==> src/rtl/i2c_slave_regif_if.sv <==
// rtl/i2c_slave_regif_if.sv - I2C pins, register port and status bundle for i2c_slave_regif
interface i2c_slave_regif_if #(
  parameter int PTR_W = 4
);
  logic             scl_in;
  logic             sda_in;
  logic             scl_oe;
  logic             sda_oe;
  logic [6:0]       slave_addr;
  logic             reg_wr_en;
  logic [PTR_W-1:0] reg_wr_addr;
  logic [7:0]       reg_wr_data;
  logic [PTR_W-1:0] reg_rd_addr;
  logic [7:0]       reg_rd_data;
  logic             busy;
  logic             addr_match;
  logic             stop_det;

  modport slave (
    input  scl_in, sda_in, slave_addr, reg_rd_data,
    output scl_oe, sda_oe, reg_wr_en, reg_wr_addr, reg_wr_data, reg_rd_addr,
           busy, addr_match, stop_det
  );

  modport master (
    output scl_in, sda_in, slave_addr, reg_rd_data,
    input  scl_oe, sda_oe, reg_wr_en, reg_wr_addr, reg_wr_data, reg_rd_addr,
           busy, addr_match, stop_det
  );
endinterface

==> src/rtl/i2c_slave_regif.sv <==
// rtl/i2c_slave_regif.sv - I2C slave exposing a byte register file through a pointer
// Write: addr+W, pointer byte, data bytes. Read: addr+R streams from the pointer.
module i2c_slave_regif #(
  parameter int DEPTH       = 16,
  parameter int SYNC_STAGES = 2,
  parameter int STRETCH_CYC = 0
) (
  input  logic              clk,
  input  logic              reset,
  i2c_slave_regif_if.slave  bus
);
  localparam int PTR_W = (DEPTH > 1) ? $clog2(DEPTH) : 1;

  typedef enum logic [3:0] {
    S_IDLE, S_ADDR, S_ADDR_ACK, S_PTR, S_PTR_ACK,
    S_WR, S_WR_ACK, S_RD, S_RD_ACK, S_IGNORE
  } state_t;

  state_t                 r_state;
  logic [SYNC_STAGES-1:0] r_scl_sync;
  logic [SYNC_STAGES-1:0] r_sda_sync;
  logic                   r_scl_d;
  logic                   r_sda_d;
  logic [7:0]             r_sh;
  logic [3:0]             r_bit_cnt;
  logic                   r_rw;
  logic [7:0]             r_tx;
  logic                   r_mack;
  logic [PTR_W-1:0]       r_ptr;
  logic                   r_wr_en;
  logic [PTR_W-1:0]       r_wr_addr;
  logic [7:0]             r_wr_data;
  logic                   r_sda_oe;
  logic                   r_scl_oe;
  logic [15:0]            r_st_cnt;
  logic                   r_busy;
  logic                   r_match;
  logic                   r_stop_det;

  logic w_scl, w_sda, w_scl_rise, w_scl_fall, w_start, w_stop, w_ack_end;

  assign w_scl      = r_scl_sync[SYNC_STAGES-1];
  assign w_sda      = r_sda_sync[SYNC_STAGES-1];
  assign w_scl_rise = w_scl & ~r_scl_d;
  assign w_scl_fall = ~w_scl & r_scl_d;
  assign w_start    = w_scl & r_scl_d & r_sda_d & ~w_sda;
  assign w_stop     = w_scl & r_scl_d & ~r_sda_d & w_sda;
  // ACK slot closes and the transaction carries on (a read NACK drops to IGNORE instead)
  assign w_ack_end  = w_scl_fall && ((r_state == S_ADDR_ACK) || (r_state == S_PTR_ACK) ||
                                     (r_state == S_WR_ACK) || (r_state == S_RD_ACK && !r_mack));

  always_ff @(posedge clk or posedge reset) begin
    if (reset) begin
      r_scl_sync <= '1;
      r_sda_sync <= '1;
      r_scl_d    <= 1'b1;
      r_sda_d    <= 1'b1;
    end else begin
      r_scl_sync <= {r_scl_sync[SYNC_STAGES-2:0], bus.scl_in};
      r_sda_sync <= {r_sda_sync[SYNC_STAGES-2:0], bus.sda_in};
      r_scl_d    <= w_scl;
      r_sda_d    <= w_sda;
    end
  end

  always_ff @(posedge clk or posedge reset) begin
    if (reset) begin
      r_state    <= S_IDLE;
      r_sh       <= 8'd0;
      r_bit_cnt  <= 4'd0;
      r_rw       <= 1'b0;
      r_tx       <= 8'd0;
      r_mack     <= 1'b1;
      r_ptr      <= '0;
      r_wr_en    <= 1'b0;
      r_wr_addr  <= '0;
      r_wr_data  <= 8'd0;
      r_sda_oe   <= 1'b0;
      r_busy     <= 1'b0;
      r_match    <= 1'b0;
      r_stop_det <= 1'b0;
    end else begin
      r_wr_en    <= 1'b0;
      r_stop_det <= 1'b0;
      if (w_stop) begin
        r_state    <= S_IDLE;
        r_sda_oe   <= 1'b0;
        r_busy     <= 1'b0;
        r_match    <= 1'b0;
        r_stop_det <= 1'b1;
      end else if (w_start) begin
        r_state   <= S_ADDR;
        r_bit_cnt <= 4'd0;
        r_sda_oe  <= 1'b0;
        r_busy    <= 1'b1;
        r_match   <= 1'b0;
      end else begin
        case (r_state)
          S_ADDR, S_PTR, S_WR: begin
            if (w_scl_rise && r_bit_cnt != 4'd8) begin
              r_sh      <= {r_sh[6:0], w_sda};
              r_bit_cnt <= r_bit_cnt + 4'd1;
            end else if (w_scl_fall && r_bit_cnt == 4'd8) begin
              r_bit_cnt <= 4'd0;
              if (r_state == S_ADDR) begin
                if (r_sh[7:1] == bus.slave_addr) begin
                  r_state  <= S_ADDR_ACK;
                  r_sda_oe <= 1'b1;
                  r_match  <= 1'b1;
                  r_rw     <= r_sh[0];
                end else begin
                  r_state <= S_IGNORE;
                  r_match <= 1'b0;
                end
              end else if (r_state == S_PTR) begin
                r_ptr    <= r_sh[PTR_W-1:0];
                r_sda_oe <= 1'b1;
                r_state  <= S_PTR_ACK;
              end else begin
                r_wr_en   <= 1'b1;
                r_wr_addr <= r_ptr;
                r_wr_data <= r_sh;
                r_ptr     <= r_ptr + 1'b1;
                r_sda_oe  <= 1'b1;
                r_state   <= S_WR_ACK;
              end
            end
          end
          S_ADDR_ACK: begin
            if (w_scl_fall) begin
              r_bit_cnt <= 4'd0;
              if (r_rw) begin
                r_state  <= S_RD;
                r_tx     <= bus.reg_rd_data;
                r_sda_oe <= ~bus.reg_rd_data[7];
              end else begin
                r_state  <= S_PTR;
                r_sda_oe <= 1'b0;
              end
            end
          end
          S_PTR_ACK, S_WR_ACK: begin
            if (w_scl_fall) begin
              r_bit_cnt <= 4'd0;
              r_sda_oe  <= 1'b0;
              r_state   <= S_WR;
            end
          end
          S_RD: begin
            if (w_scl_fall) begin
              if (r_bit_cnt == 4'd7) begin
                r_bit_cnt <= 4'd0;
                r_sda_oe  <= 1'b0;
                r_state   <= S_RD_ACK;
              end else begin
                r_tx      <= {r_tx[6:0], 1'b0};
                r_sda_oe  <= ~r_tx[6];
                r_bit_cnt <= r_bit_cnt + 4'd1;
              end
            end
          end
          S_RD_ACK: begin
            // Advance on the ACK rise so reg_rd_data already reflects the next register at the fall
            if (w_scl_rise) begin
              r_mack <= w_sda;
              if (!w_sda) r_ptr <= r_ptr + 1'b1;
            end else if (w_scl_fall) begin
              r_bit_cnt <= 4'd0;
              if (!r_mack) begin
                r_state  <= S_RD;
                r_tx     <= bus.reg_rd_data;
                r_sda_oe <= ~bus.reg_rd_data[7];
              end else begin
                r_state  <= S_IGNORE;
                r_sda_oe <= 1'b0;
              end
            end
          end
          default: ;
        endcase
      end
    end
  end

  always_ff @(posedge clk or posedge reset) begin
    if (reset) begin
      r_scl_oe <= 1'b0;
      r_st_cnt <= 16'd0;
    end else if (w_start || w_stop) begin
      r_scl_oe <= 1'b0;
      r_st_cnt <= 16'd0;
    end else if (w_ack_end && STRETCH_CYC > 0) begin
      r_scl_oe <= 1'b1;
      r_st_cnt <= 16'(STRETCH_CYC - 1);
    end else if (r_scl_oe) begin
      if (r_st_cnt == 16'd0) r_scl_oe <= 1'b0;
      else                   r_st_cnt <= r_st_cnt - 16'd1;
    end
  end

  assign bus.scl_oe      = r_scl_oe;
  assign bus.sda_oe      = r_sda_oe;
  assign bus.reg_wr_en   = r_wr_en;
  assign bus.reg_wr_addr = r_wr_addr;
  assign bus.reg_wr_data = r_wr_data;
  assign bus.reg_rd_addr = r_ptr;
  assign bus.busy        = r_busy;
  assign bus.addr_match  = r_match;
  assign bus.stop_det    = r_stop_det;
endmodule

==> src/flat_wrapper.sv <==
// flat-port wrapper written by rule: the top's interface ports become plain ports
module i2c_slave_regif_flat 
#(
  parameter int DEPTH       = 16,
  parameter int SYNC_STAGES = 2,
  parameter int STRETCH_CYC = 0
)
  (clk, reset, bus_scl_in, bus_sda_in, bus_slave_addr, bus_reg_rd_data, bus_scl_oe, bus_sda_oe, bus_reg_wr_en, bus_reg_wr_addr, bus_reg_wr_data, bus_reg_rd_addr, bus_busy, bus_addr_match, bus_stop_det);
  i2c_slave_regif_if bus_i ();
  input  logic clk;
  input  logic reset;
  input wire logic [$bits(bus_i.scl_in)-1:0] bus_scl_in;
  input wire logic [$bits(bus_i.sda_in)-1:0] bus_sda_in;
  input wire logic [$bits(bus_i.slave_addr)-1:0] bus_slave_addr;
  input wire logic [$bits(bus_i.reg_rd_data)-1:0] bus_reg_rd_data;
  output wire logic [$bits(bus_i.scl_oe)-1:0] bus_scl_oe;
  output wire logic [$bits(bus_i.sda_oe)-1:0] bus_sda_oe;
  output wire logic [$bits(bus_i.reg_wr_en)-1:0] bus_reg_wr_en;
  output wire logic [$bits(bus_i.reg_wr_addr)-1:0] bus_reg_wr_addr;
  output wire logic [$bits(bus_i.reg_wr_data)-1:0] bus_reg_wr_data;
  output wire logic [$bits(bus_i.reg_rd_addr)-1:0] bus_reg_rd_addr;
  output wire logic [$bits(bus_i.busy)-1:0] bus_busy;
  output wire logic [$bits(bus_i.addr_match)-1:0] bus_addr_match;
  output wire logic [$bits(bus_i.stop_det)-1:0] bus_stop_det;
  assign bus_i.scl_in = bus_scl_in;
  assign bus_i.sda_in = bus_sda_in;
  assign bus_i.slave_addr = bus_slave_addr;
  assign bus_i.reg_rd_data = bus_reg_rd_data;
  assign bus_scl_oe = bus_i.scl_oe;
  assign bus_sda_oe = bus_i.sda_oe;
  assign bus_reg_wr_en = bus_i.reg_wr_en;
  assign bus_reg_wr_addr = bus_i.reg_wr_addr;
  assign bus_reg_wr_data = bus_i.reg_wr_data;
  assign bus_reg_rd_addr = bus_i.reg_rd_addr;
  assign bus_busy = bus_i.busy;
  assign bus_addr_match = bus_i.addr_match;
  assign bus_stop_det = bus_i.stop_det;
  i2c_slave_regif #(.DEPTH(DEPTH), .SYNC_STAGES(SYNC_STAGES), .STRETCH_CYC(STRETCH_CYC)) u_core (.clk(clk), .reset(reset), .bus(bus_i));
endmodule
==> config.mk <==
export PLATFORM = sky130hd
export DESIGN_NAME = i2c_slave_regif_flat
export DESIGN_NICKNAME = d
export VERILOG_FILES = /design/src/rtl/i2c_slave_regif_if.sv /design/src/rtl/i2c_slave_regif.sv /design/src/flat_wrapper.sv
export SDC_FILE = /design/constraint.sdc
export NUM_CORES = 1
export LEC_CHECK = 0
export ABC_AREA = 1
export BUFFER_PORTS_ARGS = -buffer_cell sky130_fd_sc_hd__buf_2
export CORE_MARGIN = 4
export CORE_UTILIZATION = 55
export CTS_CLUSTER_SIZE = 28
export DETAILED_ROUTE_END_ITERATION = 16
export GPL_TIMING_DRIVEN = 0
export HOLD_SLACK_MARGIN = 0.08
export MAX_ROUTING_LAYER = met4
export PLACE_DENSITY = 0.75
export SLEW_MARGIN = 20
export SYNTH_ARGS = -nofsm -noshare
export SYNTH_HDL_FRONTEND = slang
export SYNTH_SLANG_ARGS = --single-unit
==> constraint.sdc <==
create_clock -name clk -period 3.3 [get_ports clk]
set_input_delay 0.495 -clock clk [delete_from_list [all_inputs] [get_ports clk]]
set_output_delay 0.495 -clock clk [all_outputs]
set_load 0.01 [all_outputs]
Word-level counts from Yosys, hierarchy flattened
Index checks and enable logic that the tools add are counted.
{ "word_totals": {"regBits": 69, "word_cells": 183, "in_bits": 19, "output_inout_bits": 22} }
{ "classes": {"n_eq_ne": 38, "n_bitwise": 18, "addsub": 3, "mux": 77, "reduce_logical": 27} }
{ "ops": {"columns": ["op", "n"], "rows": [
  ["4-bit 2-to-1 mux", 26],
  ["7-bit 2-to-1 mux", 7],
  ["16-bit 2-to-1 mux", 3],
  ["1-bit 2-to-1 mux", 34],
  ["4-bit by 1-bit != test with 1-bit output, second input constant", 7],
  ["7-bit one-hot mux with 3 select lines", 1],
  ["4-bit by 3-bit equality test with 1-bit output, second input constant", 5],
  ["4-bit one-hot mux with 5 select lines", 1],
  ["9-bit AND reduction", 2],
  ["16-bit zero test", 1],
  ["4-bit one-hot mux with 4 select lines", 1],
  ["16-bit by 1-bit subtractor with 16-bit output, second input constant", 1],
  ["2-bit by 1-bit != test with 1-bit output, second input constant", 7],
  ["7-bit AND reduction", 2],
  ["2-bit != test, second input constant", 6],
  ["4-bit AND reduction", 3],
  ["3-bit nonzero test", 4],
  ["1-bit inverter", 11],
  ["10-bit AND reduction", 1],
  ["4-bit by 1-bit adder with 4-bit output, second input constant", 2],
  ["4-bit by 2-bit equality test with 1-bit output, second input constant", 2],
  ["4-bit equality test, second input constant", 2],
  ["4-bit != test, second input constant", 2],
  ["4-bit one-hot mux with 2 select lines", 1],
  ["20 further kinds", 31]
]} }

Longest topological paths before layout
Gate-level depths: netlist of the first run.
{ "logic_depth": {"word_depth": 8, "ltp_mapped": 13, "ltp_nobuf": 13} }

Worst setup path after synthesis of the first run
Ideal clock, no wire load.
{ "synth_path": {"path_kind": "register to register", "start": "register u_core.r_bit_cnt[0]", "end": "register u_core.r_sh[1]", "path_slack_ps": 1718, "required_ps": 3173, "synth_period_minus_slack_ps": 1582, "n_path_buf": 1, "arrival_ps": 1455, "setup_time_ps": 127, "path_stages_with_launch": 9, "path_cell_list": "dfrtp_1 > inv_1 > ha_1 > nand2_1 > nor2_1 > or2_2 > nor2_2 > buf_2 > o21ai_0"} }
{ "synth_via": {"elab_chain_len": 3} }
{ "synth_lines": {"columns": ["element", "line_no", "text"], "rows": [
  ["start: declaration", "i2c_slave_regif.sv:25", "logic [3:0] r_bit_cnt;"],
  ["start signal: assignment", "i2c_slave_regif.sv:102", "r_bit_cnt <= r_bit_cnt + 4'd1;"],
  ["start signal: assignment", "i2c_slave_regif.sv:158", "r_bit_cnt <= r_bit_cnt + 4'd1;"],
  ["4-bit != test", "i2c_slave_regif.sv:100", "if (w_scl_rise && r_bit_cnt != 4'd8) begin"],
  ["1-bit logical AND", "i2c_slave_regif.sv:100", null],
  ["4-bit AND reduction (no line)", null, null],
  ["end signal: assignment", "i2c_slave_regif.sv:101", "r_sh <= {r_sh[6:0], w_sda};"],
  ["end: declaration", "i2c_slave_regif.sv:24", "logic [7:0] r_sh;"]
]} }
No other way between the ends.
A chain may end at the register's enable or synchronous reset.

Final worst setup path of the first run
{ "layout_path": {"start": "register u_core.r_sda_sync[1]", "end": "register u_core.r_st_cnt[2]"} }
{ "layout_via": {"elab_chain_len": 5, "word_cells_on_any_way": 8, "classes_between": "eq/ne: 1; mux: 1; bitwise: 3; reduce/logical: 3"} }
{ "layout_lines": {"columns": ["element", "line_no", "text"], "rows": [
  ["start: declaration", "i2c_slave_regif.sv:21", "logic [SYNC_STAGES-1:0] r_sda_sync;"],
  ["start signal: assignment", "i2c_slave_regif.sv:60", "r_sda_sync <= {r_sda_sync[SYNC_STAGES-2:0], bus.sda_in};"],
  ["1-bit inverter", "i2c_slave_regif.sv:46", "assign w_start = w_scl & r_scl_d & r_sda_d & ~w_sda;"],
  ["1-bit AND", "i2c_slave_regif.sv:46", null],
  ["1-bit logical OR *", "i2c_slave_regif.sv:189", "end else if (w_start || w_stop) begin"],
  ["2-bit by 1-bit != test with 1-bit output (no line) or 2-bit nonzero test (tied branches)", null, null],
  ["2-bit AND reduction (no line)", null, null],
  ["end signal: assignment", "i2c_slave_regif.sv:194", "r_st_cnt <= 16'(STRETCH_CYC - 1);"],
  ["end signal: assignment", "i2c_slave_regif.sv:197", "else r_st_cnt <= r_st_cnt - 16'd1;"],
  ["end: declaration", "i2c_slave_regif.sv:35", "logic [15:0] r_st_cnt;"]
]} }
Mark *: on every way between the ends. The rest lies on a longest branch, timed or not.

==> run summary, run 1 <==
The tools report the max capacitance violation total as 0. The flow ran to the end, and the final reports show no timing, DRC or antenna violations. Dominant synthesized flop cell: dfrtp_1. The worst max-slew margin expressed relative to the limit is 0.6502. TritonCTS built the clock tree. The worst hold path belongs to the class in -> async. The tools report the violation count after the first detailed-routing iteration as 171. Of all nets on the critical path, the largest fanout is 10.

In the final routed layout, each cell accounts on average for 12.82 µm. The floorplan step set the die height to 91.11 µm. The final setup violation count was 0. The die boundary width came out at 91.11 µm.

The hold violation count in the final report was 0; the global-route usage over all layers was 0.2145. The sequential cell area is 0.001735 mm², and the total power after layout is 3.886 mW. With fillers left out, the area of the finished cells amounts to 0.004375 mm².

In this run the cell area measured after placement is 0.004121 mm². The fraction of post-synthesis cell area in the top cell type by area was 0.4084. The count of standard-cell rows is 30, and the count of flip-flops with a built-in enable after synthesis is 0. The quantity of hold-fixing buffers added after cts was 0; the synthesized area per cell was 7.643 µm². The core footprint is 0.006756 mm². The synthesized design spends more area on one cell type than any other, namely dfrtp_1. The wire length of the first global-routing pass is 13.90 mm. Yosys attributes the largest share of cell area to dfrtp_1 41%, nand2_1 17%, inv_1 4.9%. The timing-limited maximum frequency is 533.0 MHz.

Once detailed placement completed, the half-perimeter wirelength came to 6.072 mm. The count of port buffers added during placement was 40. The transition time at the pin with the least slew margin works out to 0.5247 ns. The repair_antennas step left the layout with diodes totalling 0.

The logs give 0.008300 mm² for the overall die area and 0.8930 for the global placer's final weighted congestion. The number of placed instances, taps included, is 618. Across the routed clock network, the largest skew measured is 0.01106 ns. After clock tree synthesis, the setup repair step added 0 buffers. The synthesized netlist occupies a cell area of 0.003799 mm².

The number of vias per cell after detailed routing is 5.058, and the share of synthesized registers carrying an async set or reset is 1.000. In this run the clock root is driven by a clkbuf_8. The layout has 577 filler cells. The tools report the number of nets still failing antenna checks after routing as 0. Proportion of layout cells with a drive suffix above 1: 0.2094.

The leakage dissipation was 2.393 nW. The tools report the via count of the first global-routing pass as 2,985. The period utilization is 0.5685. The clock-pin transition on the worst setup and hold timing paths was 0.08 ns. Number of pins exceeding their max-slew limit in the final report: 0. The effective utilization at floorplan was 0.5622; the total via count in the routed design was 3,207.

The number of detailed-routing iterations run before antenna repair is 4. Setup repair after global routing left no endpoint under its margin. The total power divided by cell area was 888.0 mW/mm². For the largest buffer count on any clock path, the log shows 2.

In this run, distinct cell masters in the synthesized netlist total 35. For the share of the core filled with cells, the log shows 0.6476. The clock sink count is 69. Number of buffers inserted during clock tree synthesis: 9. The endpoint class of the critical path was a register. CTS built an H-tree with a depth of 3. The gate count after technology mapping came out at 497. The critical path in this run is classified as reg -> reg. The synthesized netlist net count is 520.

The run gives 0.4108 mV as the maximum vdd drop. For the global-route congestion overflow total, the log shows 0. The signal arrival time at the worst endpoint is 2.12 ns. The number of synthesized register bits works out to 69.

Data on the critical path is required at its endpoint by 3.54 ns. The run gives 0 as the detailed-route DRC error count. Summed over all failing endpoints, the final setup total negative slack is 0 ns.

Top-level port count: 41. The multi-input combinational cells in the finished layout cover a total of 0.001783 mm². The sequential share of the synthesized area is 0.4569, and the layout overhead on the synthesized area is 15.18%. STA classifies the critical path startpoint as a register. Entering global routing, the biggest net connects 38 pins. The quantity of gates resized following cts was 0. For the detailed-route wire length, the log shows 8.129 mm. The logs give 0 for the initial antenna violation count and 0 for the number of warning messages in the yosys log. Once layout is complete, the cells apart from fillers number 634.

The net count reported at finish was 572; the clock network latency to the later pin of the worst-skew pair was 0.36 ns. Clock period minus final worst setup slack: 1.876 ns.
[through the flow]
step / setup slack, ns / hold WS [ns]
after CTS: 1.439 / 0.1484
after detailed placement: 1.469 / 0.3487
after global routing: 1.284 / 0.1654
after global placement: 0.2301 / 0.3464
final: 1.424 / 0.1342
after floorplan: 1.077 / 0.3452
[layer usage]
layer  GRT usage  part of all wire
met3     0.04060             0.035
met1      0.2728              0.48
met2      0.3458              0.48
met5           -                 0
met4     0.07286             0.011
[flip-flops by register name, indices dropped and copies added (netlist names), 2 cells and up]
signal                  flops
u_core.r_st_cnt            16
u_core.bus.reg_wr_data      8
u_core.r_sh                 8
u_core.r_tx                 7
u_core.bus.reg_rd_addr      4
u_core.bus.reg_wr_addr      4
u_core.r_bit_cnt            4
u_core.r_state              4
u_core.r_scl_sync           2
u_core.r_sda_sync           2
[cells in the mapped netlist, types with 3 or more instances]
| master | n |
|---|---|
| a21oi_1 | 7 |
| buf_2 | 5 |
| dfrtp_1 | 62 |
| dfstp_2 | 7 |
| ha_1 | 4 |
| inv_1 | 50 |
| inv_2 | 7 |
| mux2i_1 | 6 |
| nand2_1 | 170 |
| nand2_2 | 11 |
| nand2_4 | 3 |
| nand3_1 | 24 |
| nand4_1 | 4 |
| nor2_1 | 48 |
| nor2_2 | 5 |
| nor3_1 | 5 |
| o21ai_0 | 26 |
| o21ai_1 | 11 |
| o21ai_2 | 9 |
| xnor2_1 | 4 |
| xor2_1 | 12 |
[cells by family (layout without fill, tap and decap cells)]
logic type               count (synthesis)  in the layout  synth area share
AND/OR/NAND/NOR                        275            275            0.3096
multiplexers                             6              6           0.01581
XOR/XNOR                                16             16           0.03689
adder cells (fa/ha/maj)                  4              4           0.01318
flip-flops                              69             69            0.4569
AO/OA/AOI/OAI                           60             60           0.09388
buffers and inverters                   67            124           0.07378
[cell type report]
class | count | area share
plain buffers | 10 | 0.01516
clock buffers | 10 | 0.03146
clock inverters | 6 | 0.02659
inverters | 57 | 0.04947
multi-input cells | 361 | 0.4075
flip-flops and latches | 69 | 0.3966
well taps | 80 | 0.02288
repair buffers | 41 | 0.05033
[cell usage in the layout (no fill, tap or decap), types with 2 or more instances in the layout]
master,synthesis,routed
buf_6,2,2
nand3_1,24,24
nand2_2,11,11
dfstp_2,7,7
buf_4,2,2
inv_6,0,3
nor3_1,5,5
inv_1,50,49
nor2_1,48,48
nand4_1,4,4
o21ai_2,9,9
ha_1,4,4
xor2_1,12,12
o21ai_0,26,26
buf_2,5,45
nor2_2,5,5
clkbuf_8,0,10
mux2i_1,6,6
inv_2,7,7
nand2_4,3,3
a21oi_1,7,7
dfrtp_1,62,62
xnor2_1,4,4
a21oi_2,2,2
bufinv_16,0,3
nand2_1,170,170
o21ai_1,11,11
[where the power goes]
group	internal [mW]	switching, mW	leakage (nW)	total (mW)
combinational	0.619	1.03	1.38	1.65
clock	0.531	0.347	0.128	0.878
sequential	1.11	0.250	0.883	1.36
[critical path: stages, from the launching register on]
cell and delay [ns]:
dfstp_2 0.60, nor2_1 0.07, nand2_2 0.20, nand2_4 0.15, inv_2 0.12, buf_6 0.16
nand2_1 0.12, buf_4 0.19, nand3_1 0.08, nand2_1 0.06
[path summary, 6_finish.rpt]
check                                                     from                               endpoint  slack [ns]  cells after the start
worst max-delay path            u_core.r_sda_sync[1]$_DFF_PP1_         u_core.r_st_cnt[2]$_DFFE_PP0P_        1.42                      9
worst min-delay path                                     reset  u_core.bus.reg_wr_addr[3]$_DFFE_PP0P_        0.13                      2
worst max register to register  u_core.r_sda_sync[1]$_DFF_PP1_         u_core.r_st_cnt[2]$_DFFE_PP0P_        1.42                      9
worst min register to register  u_core.r_scl_sync[0]$_DFF_PP1_         u_core.r_scl_sync[1]$_DFF_PP1_        0.36                      0
max in group asynchronous                                reset               u_core.r_scl_d$_DFF_PP1_        2.57                      3
min in group clk                                    bus_scl_in         u_core.r_scl_sync[0]$_DFF_PP1_        0.23                      1
No activity file was read; power rests on OpenSTA's default activity.
==> inputs of run 2 (changes only) <==
- CORE_UTILIZATION: 55 -> 53
- PLACE_DENSITY: 0.75 -> 0.76
- clock period: 3.3 -> 1.6 ns (I/O delays scaled with it)
==> run summary, run 2 (synthesis results as in run 1) <==
The register with the most flip-flops in the final layout is u_core.r_st_cnt. The run gives 0.005669 ns (-0.005389 ns) as the worst-case clock skew. The launching element of the worst setup path was u_core.r_sda_d$_DFF_PP1_. The worst hold path belongs to the class in -> reg.

The number of buffer and inverter instances along the worst setup path works out to 3 (unchanged). For the max capacitance violation total, the log shows 0 (unchanged). The total power divided by cell area was 1753 mW/mm² (+97%). The clock tree root driver cell is clkbuf_8. TritonCTS built the clock tree. The flip-flop count of the largest register after layout came out at 16 (unchanged). For the hold violation count in the final report, the log shows 0 (unchanged). The share of total power in the clock network is 0.166 (-0.060).

The largest buffer count on any clock path is 2 (unchanged), and the maximum vdd drop is 0.9122 mV (+120%). The tools report the detailed-route wire length as 9.376 mm (+15%). The worst hold path begins at bus_reg_rd_data[0]. The detailed-route DRC error count was 0 (unchanged). The combinational group share of total power came out at 0.505 (+0.081). The global-route congestion overflow total was 0 (unchanged).

The proportion of layout cells with a drive suffix above 1 was 0.3373 (+0.1279). For the initial antenna violation count, the log shows 0 (unchanged). The required time of the worst setup path was 1.84 ns (-1.70 ns). The endpoint class of the critical path was a register.

Worst setup slack after layout: -0.05244 ns (-1.476 ns). The dominant delay contributor by cell family on the critical path was simple AND/OR/NAND/NOR gates. Leakage dissipation: 2.633 nW (+10%). The timing-limited maximum frequency was 605.2 MHz (+14%); the worst max-slew margin expressed relative to the limit was 0.6556 (+0.005392). The tools report the number of detailed-routing iterations run before antenna repair as 4 (unchanged). The run gives 69 (unchanged) as the clock sink count. The run gives 14 (+14) as the final setup violation count.

The count of port buffers added during placement works out to 40 (unchanged). The clock-pin transition on the worst setup and hold timing paths is 0.07 ns (about the same). The global-route usage over all layers was 0.2276 (+0.01303).

The worst stage delay on the critical path came out at 0.53 ns (-0.07 ns). The total via count in the routed design is 3,529 (+10%), and the transition time at the pin with the least slew margin is 0.5155 ns (-0.009172 ns). The total power after layout is 8.745 mW (+130%).

The post-detailed-route wirelength per cell is 13.67 µm (+6.6%). For the diode insertion count for antenna repair, the log shows 0 (unchanged). The startpoint-to-endpoint class of the critical path is reg -> reg. The critical path goes through buf_4 > nor2_2 > nand2_2 > nand2_4 > buf_4 > nor3_4 > nand2_4 > buf_6 > nand2_2 > o21ai_2.

The number of vias per cell after detailed routing works out to 5.144 (+1.7%). The run gives 3.805 mW (+130%) as the reported net switching power. The worst setup path is launched from a register. The clock period minus final worst setup slack is 1.652 ns (-0.2236 ns). The tools report the top-level port count as 41 (unchanged). The final reports fail on setup timing.

The tools report the number of levels in the clock H-tree as 3 (unchanged). The die boundary width is 92.66 µm (+1.7%), and the overall die area is 0.008586 mm² (+3.4%). The layout overhead on the synthesized area is 31.36%. The period utilization is 1.033 (+0.4643). Net switching fraction of the power: 0.4351 (+0.01647). The cell with the largest stage delay on the worst path was dfstp_2. For the signal arrival time at the worst endpoint, the log shows 1.89 ns (-0.23 ns).

The start of the worst register-to-register path is u_core.r_sda_d$_DFF_PP1_. The tools report the via count of the first global-routing pass as 3,256 (+9.1%). The tools report the pin count of the biggest net entering global routing as 28 (-26%). The run gives 6.046 mm (-0.43%) as the estimated wirelength of the detail-placed design. For the number of buffers inserted during clock tree synthesis, the log shows 9 (unchanged). Setup repair after global routing could not meet its margin everywhere.

The tools report the wire length of the first global-routing pass as 15.17 mm (+9.1%). The run gives 191 (+12%) as the violation count after the first detailed-routing iteration. For the net count reported at finish, the log shows 608 (+6.3%). The vertical extent of the die is 92.66 µm (+1.7%). The core footprint was 0.006869 mm² (+1.7%); the global placer's final weighted congestion was 0.9331 (+4.5%).

The logs give 30 (unchanged) for the count of standard-cell rows and -0.2516 ns (-1.720 ns) for the post-placement setup slack. The number of nets still failing antenna checks after routing came out at 0 (unchanged). The top cell types in the final layout, fill and taps aside, are 154 x nand2_1, 57 x dfrtp_1, 44 x inv_1.

For the fraction of power consumed by sequential logic, the log shows 0.329 (-0.021). Leaving out fill and tap cells, the most frequent cell in the layout is nand2_1. For the number of pins exceeding their max-slew limit in the final report, the log shows 0 (unchanged). The clock network latency to the later pin of the worst-skew pair is 0.35 ns (about the same). The largest fanout on the critical path is 6 (-4), and the internal power component is 4.940 mW (+120%). The run finished, with violations left.

Effective utilization at floorplan: 0.5530 (-0.009217).
[run 2: what timing repair did]
| item | 4_1_cts | 5_1_grt |
|---|---|---|
| gates cloned | 1 | 2 |
| hold endpoints to repair | 20 | 0 |
| gates resized for setup | 55 | 48 |
| buffers inserted | 22 | 8 |
| pin swaps | 17 | 11 |
| hold buffers | 3 | 0 |
| setup endpoints to repair | 57 | 58 |
[run 2: metrics by stage]
stage               hold WS [ns]  area [µm²]  utilization  instances  TNS (ns)
detailed placement        0.3054        4170       0.6071        635    -8.699
floorplan                 0.2445        3802            -        497         0
finish                    0.1366        4990       0.7264        686   -0.4096
global route              0.1622        4990       0.7264        686    -3.043
CTS                       0.1385        4773       0.6949        676   -0.2973
global placement          0.3463        4123       0.6002        633    -7.893
[run 2: worst paths after layout]
| check | to | cells past startpoint | slack, ns |
|---|---|---|---|
| hold / removal | u_core.r_tx[0]$_DFFE_PP0P_ | 3 | 0.14 |
| min in group asynchronous | u_core.r_tx[1]$_DFFE_PP0P_ | 3 | 0.47 |
| hold reg to reg | u_core.r_sda_sync[1]$_DFF_PP1_ | 0 | 0.36 |
| setup reg to reg | u_core.r_tx[5]$_DFFE_PP0P_ | 10 | -0.05 |
| setup / recovery | u_core.r_tx[5]$_DFFE_PP0P_ | 10 | -0.05 |
| max in group asynchronous | u_core.r_sda_sync[1]$_DFF_PP1_ | 4 | 0.57 |
[run 2: routing by layer]
metal  GRT usage  up-vias  wire (µm)
li1            -     1737          -
met1      0.2823     1662       3973
met2      0.3801      108       4731
met3     0.03006       22        423
met4     0.08913        0        246
met5           -        -          0
[run 2: tightest hold or removal path, stage by stage]
cell	delay, ns
buf_2	0.09
nand2_1	0.07
o21ai_2	0.06
[run 2: power by group through the flow]
| stage | Clock (mW) | Sequential (mW) | Combinational (mW) |
|---|---|---|---|
| final | 1.45 | 2.87 | 4.42 |
| after detailed placement | 0 | 2.81 | 3.39 |
| after floorplan | 0 | 2.77 | 2.63 |
| after CTS | 1.47 | 2.83 | 4.04 |
| after global placement | 0 | 2.79 | 3.30 |
| after global routing | 1.54 | 2.95 | 4.93 |
[run 2: area by class of cell]
| type | instances | area, µm² |
|---|---|---|
| Fill cell | 514 | 1879 |
| Multi-Input combinational cell | 361 | 2042 |
| Clock buffer | 11 | 141.4 |
| Inverter | 57 | 222.7 |
| Tap cell | 96 | 120.1 |
| Timing Repair Buffer | 78 | 568.0 |
| Sequential cell | 69 | 1742 |
| Clock inverter | 5 | 60.06 |
| Buffer | 9 | 93.84 |
==> inputs of run 3 (changes only) <==
- CORE_UTILIZATION: 53 -> 55
- PLACE_DENSITY: 0.76 -> 0.75
- clock period: 1.6 -> 2.1 ns (I/O delays scaled with it)
==> run summary, run 3 (synthesis results as in run 1) <==
The estimated wirelength of the detail-placed design was 6.072 mm (+0.43%); the maximum vdd drop was 0.6424 mV (-30%). The die boundary width works out to 91.11 µm (-1.7%). For the reported net switching power, the log shows 2.560 mW (-33%). Counting flops per register, the top entry is u_core.r_st_cnt.

The flip-flop count of the largest register after layout is 16 (unchanged), and the total non-filler cell area in the finished layout is 0.004405 mm² (-12%). The global-route congestion overflow total came out at 0 (unchanged). The placed cell area came out at 0.004121 mm² (-1.2%). The cell with the largest stage delay on the worst path was dfstp_2. Top-level port count: 41 (unchanged). Number of buffers inserted by post-CTS setup repair: 0 (-100%). Required time of the worst setup path: 2.34 ns (+0.50 ns).

The most frequent cell on the critical path is nand2_1. Detailed-route wire length: 8.166 mm (-13%). Core footprint: 0.006756 mm² (-1.6%). The run gives 2.405 nW (-8.6%) as the leakage dissipation. The number of buffers inserted during clock tree synthesis came out at 9 (unchanged).

The run gives 0 ns (+0.4096 ns) as the total negative setup slack. The sort of element at the start of the critical path is a register. The tools report the signal arrival time at the worst endpoint as 2.12 ns (+0.23 ns). Walking the worst path, the cells encountered are nor2_1 > nand2_2 > nand2_4 > inv_2 > buf_6 > nand2_1 > buf_4 > nand3_1 > nand2_1.

The layout overhead on the synthesized area came out at 15.98%. For the combinational group share of total power, the log shows 0.425 (-0.080). Number of nets still failing antenna checks after routing: 0 (unchanged).

The diode insertion count for antenna repair was 0 (unchanged); the largest fanout on the critical path was 10 (+4). The library cells used most frequently in the layout, excluding fill and tap cells, are 170 x nand2_1, 62 x dfrtp_1, 49 x inv_1. For the max capacitance violation total, the log shows 0 (unchanged). Via count of the first global-routing pass: 3,014 (-7.4%).

The largest buffer count on any clock path is 2 (unchanged). Setup repair after global routing left no endpoint under its margin. The clock sink count came out at 69 (unchanged). In this run the clock root is driven by a clkbuf_8. The worst setup path is of the reg -> reg kind. The run finished with clean final reports.

Endpoint class of the critical path: a register. The number of vias per cell after detailed routing works out to 5.060 (-1.6%). The clock-pin transition on the worst setup and hold timing paths came out at 0.08 ns (about the same).

The transition time at the pin with the least slew margin was 0.5317 ns (+0.01621 ns). Class of the tightest hold or removal check: in -> reg. The logs give 0 (-14) for the final setup violation count and 0 (unchanged) for the initial antenna violation count. The net switching fraction of the power is 0.4188 (-0.01629), and the clock network latency to the later pin of the worst-skew pair is 0.36 ns (about the same). The number of levels in the clock H-tree is 3 (unchanged).

The number of detailed-routing iterations run before antenna repair is 5 (+1), and the worst-case clock skew is 0.01225 ns (+0.006577 ns). The tools report the effective utilization at floorplan as 0.5622 (+0.009217). The run gives 0.6455 (-0.01009) as the worst max-slew margin expressed relative to the limit. The global-route usage over all layers is 0.2160 (-0.01157), and the internal power component is 3.554 mW (-28%). The count of port buffers added during placement was 40 (unchanged); the fraction of power consumed by sequential logic was 0.349 (+0.020). The total power divided by cell area is 1388 mW/mm² (-21%), and the share of the core filled with cells is 0.6520 (-0.07437).

The clock period minus final worst setup slack was 1.877 ns (+0.2250 ns); the worst stage delay on the critical path was 0.61 ns (+0.08 ns). The logs give 3,223 (-8.7%) for the total via count in the routed design and 30 (unchanged) for the count of standard-cell rows. For the timing-limited maximum frequency, the log shows 532.6 MHz (-12%).

The post-detailed-route wirelength per cell was 12.82 µm (-6.2%); the vertical extent of the die was 91.11 µm (-1.7%). Leaving out fill and tap cells, the most frequent cell in the layout is nand2_1. Wire length of the first global-routing pass: 14.01 mm (-7.6%). The number of pins exceeding their max-slew limit in the final report was 0 (unchanged); the share of total power in the clock network was 0.226 (+0.060).

For the net count reported at finish, the log shows 575 (-5.4%). The global placer's final weighted congestion came out at 0.8930 (-4.3%). The proportion of layout cells with a drive suffix above 1 was 0.2083 (-0.1290); the overall die area was 0.008300 mm² (-3.3%).

The pin count of the biggest net entering global routing was 38 (+36%). The hold violation count in the final report came out at 0 (unchanged). The tools report the detailed-route DRC error count as 0 (unchanged). TritonCTS built the clock tree. The violation count after the first detailed-routing iteration is 168 (-12%). The period utilization works out to 0.8940 (-0.1388).
[run 3: changes by cell type in the layout (fill, tap and decap cells not counted), moves of 8 or more]
cell and change:
buf_4 -27, nand2_1 +16, nand2_2 -9, nor2_1 +13, nor2_2 -8
[run 3: timing repair]
item,4_1_cts,5_1_grt
hold buffers,3,0
gates resized for setup,0,0
hold endpoints to repair,34,0
[run 3: power by group through the flow]
| stage | clock [mW] | combinational [mW] | sequential (mW) |
|---|---|---|---|
| after global routing | 1.49 | 2.97 | 2.20 |
| after global placement | 0 | 2.51 | 2.13 |
| final | 1.38 | 2.60 | 2.13 |
| after CTS | 1.40 | 2.61 | 2.13 |
| after detailed placement | 0 | 2.58 | 2.15 |
| after floorplan | 0 | 2.01 | 2.11 |
[run 3: path summary, 6_finish.rpt]
check | from | to | slack (ns) | depth (start not counted)
max | u_core.r_sda_sync[1]$_DFF_PP1_ | u_core.r_st_cnt[2]$_DFFE_PP0P_ | 0.22 | 9
max in group asynchronous | reset | u_core.r_scl_d$_DFF_PP1_ | 1.00 | 4
min | bus_reg_rd_data[0] | u_core.r_tx[0]$_DFFE_PP0P_ | 0.21 | 3
max reg2reg | u_core.r_sda_sync[1]$_DFF_PP1_ | u_core.r_st_cnt[2]$_DFFE_PP0P_ | 0.22 | 9
min reg2reg | u_core.r_scl_sync[0]$_DFF_PP1_ | u_core.r_scl_sync[1]$_DFF_PP1_ | 0.36 | 0
min in group asynchronous | reset | u_core.bus.reg_rd_addr[1]$_DFFE_PP0P_ | 0.50 | 3
[run 3: critical path: cells and delay by family, from the launching register on]
family	cells	cell delay, ns
flip-flops	1	0.61
AND/OR/NAND/NOR	6	0.68
buffers and inverters	3	0.47
[run 3: through the flow]
| step | power (mW) | std cells | hold slack (ns) | setup slack (ns) |
|---|---|---|---|---|
| 3_3_place_gp | 4.641 | 617 | 0.3464 | -0.7899 |
| 5_1_grt | 6.657 | 637 | 0.2030 | 0.08435 |
| 4_1_cts | 6.150 | 637 | 0.2028 | 0.2393 |
| 6_report | 6.114 | 637 | 0.2080 | 0.2226 |
| 2_1_floorplan | 4.115 | 497 | 0.3195 | 0.05672 |
| 3_5_place_dp | 4.730 | 618 | 0.3487 | 0.2686 |
[run 3: layout make-up]
type	count	area, µm²
fill	574	2351
multi-input combinational	361	1783
sequential	69	1735
timing repair buffer	44	250.2
inverter	57	216.5
clock buffer	10	137.6
clock inverter	6	116.4
tap	80	100.1
buffer	10	66.31
[run 3: routing by layer]
| metal | global-route usage | vias up | part of all wire |
|---|---|---|---|
| met2 | 0.3489 | 50 | 0.48 |
| met1 | 0.2744 | 1485 | 0.47 |
| met4 | 0.07286 | 0 | 0.012 |
| met5 | - | - | 0 |
| met3 | 0.04060 | 13 | 0.037 |
| li1 | - | 1675 | - |
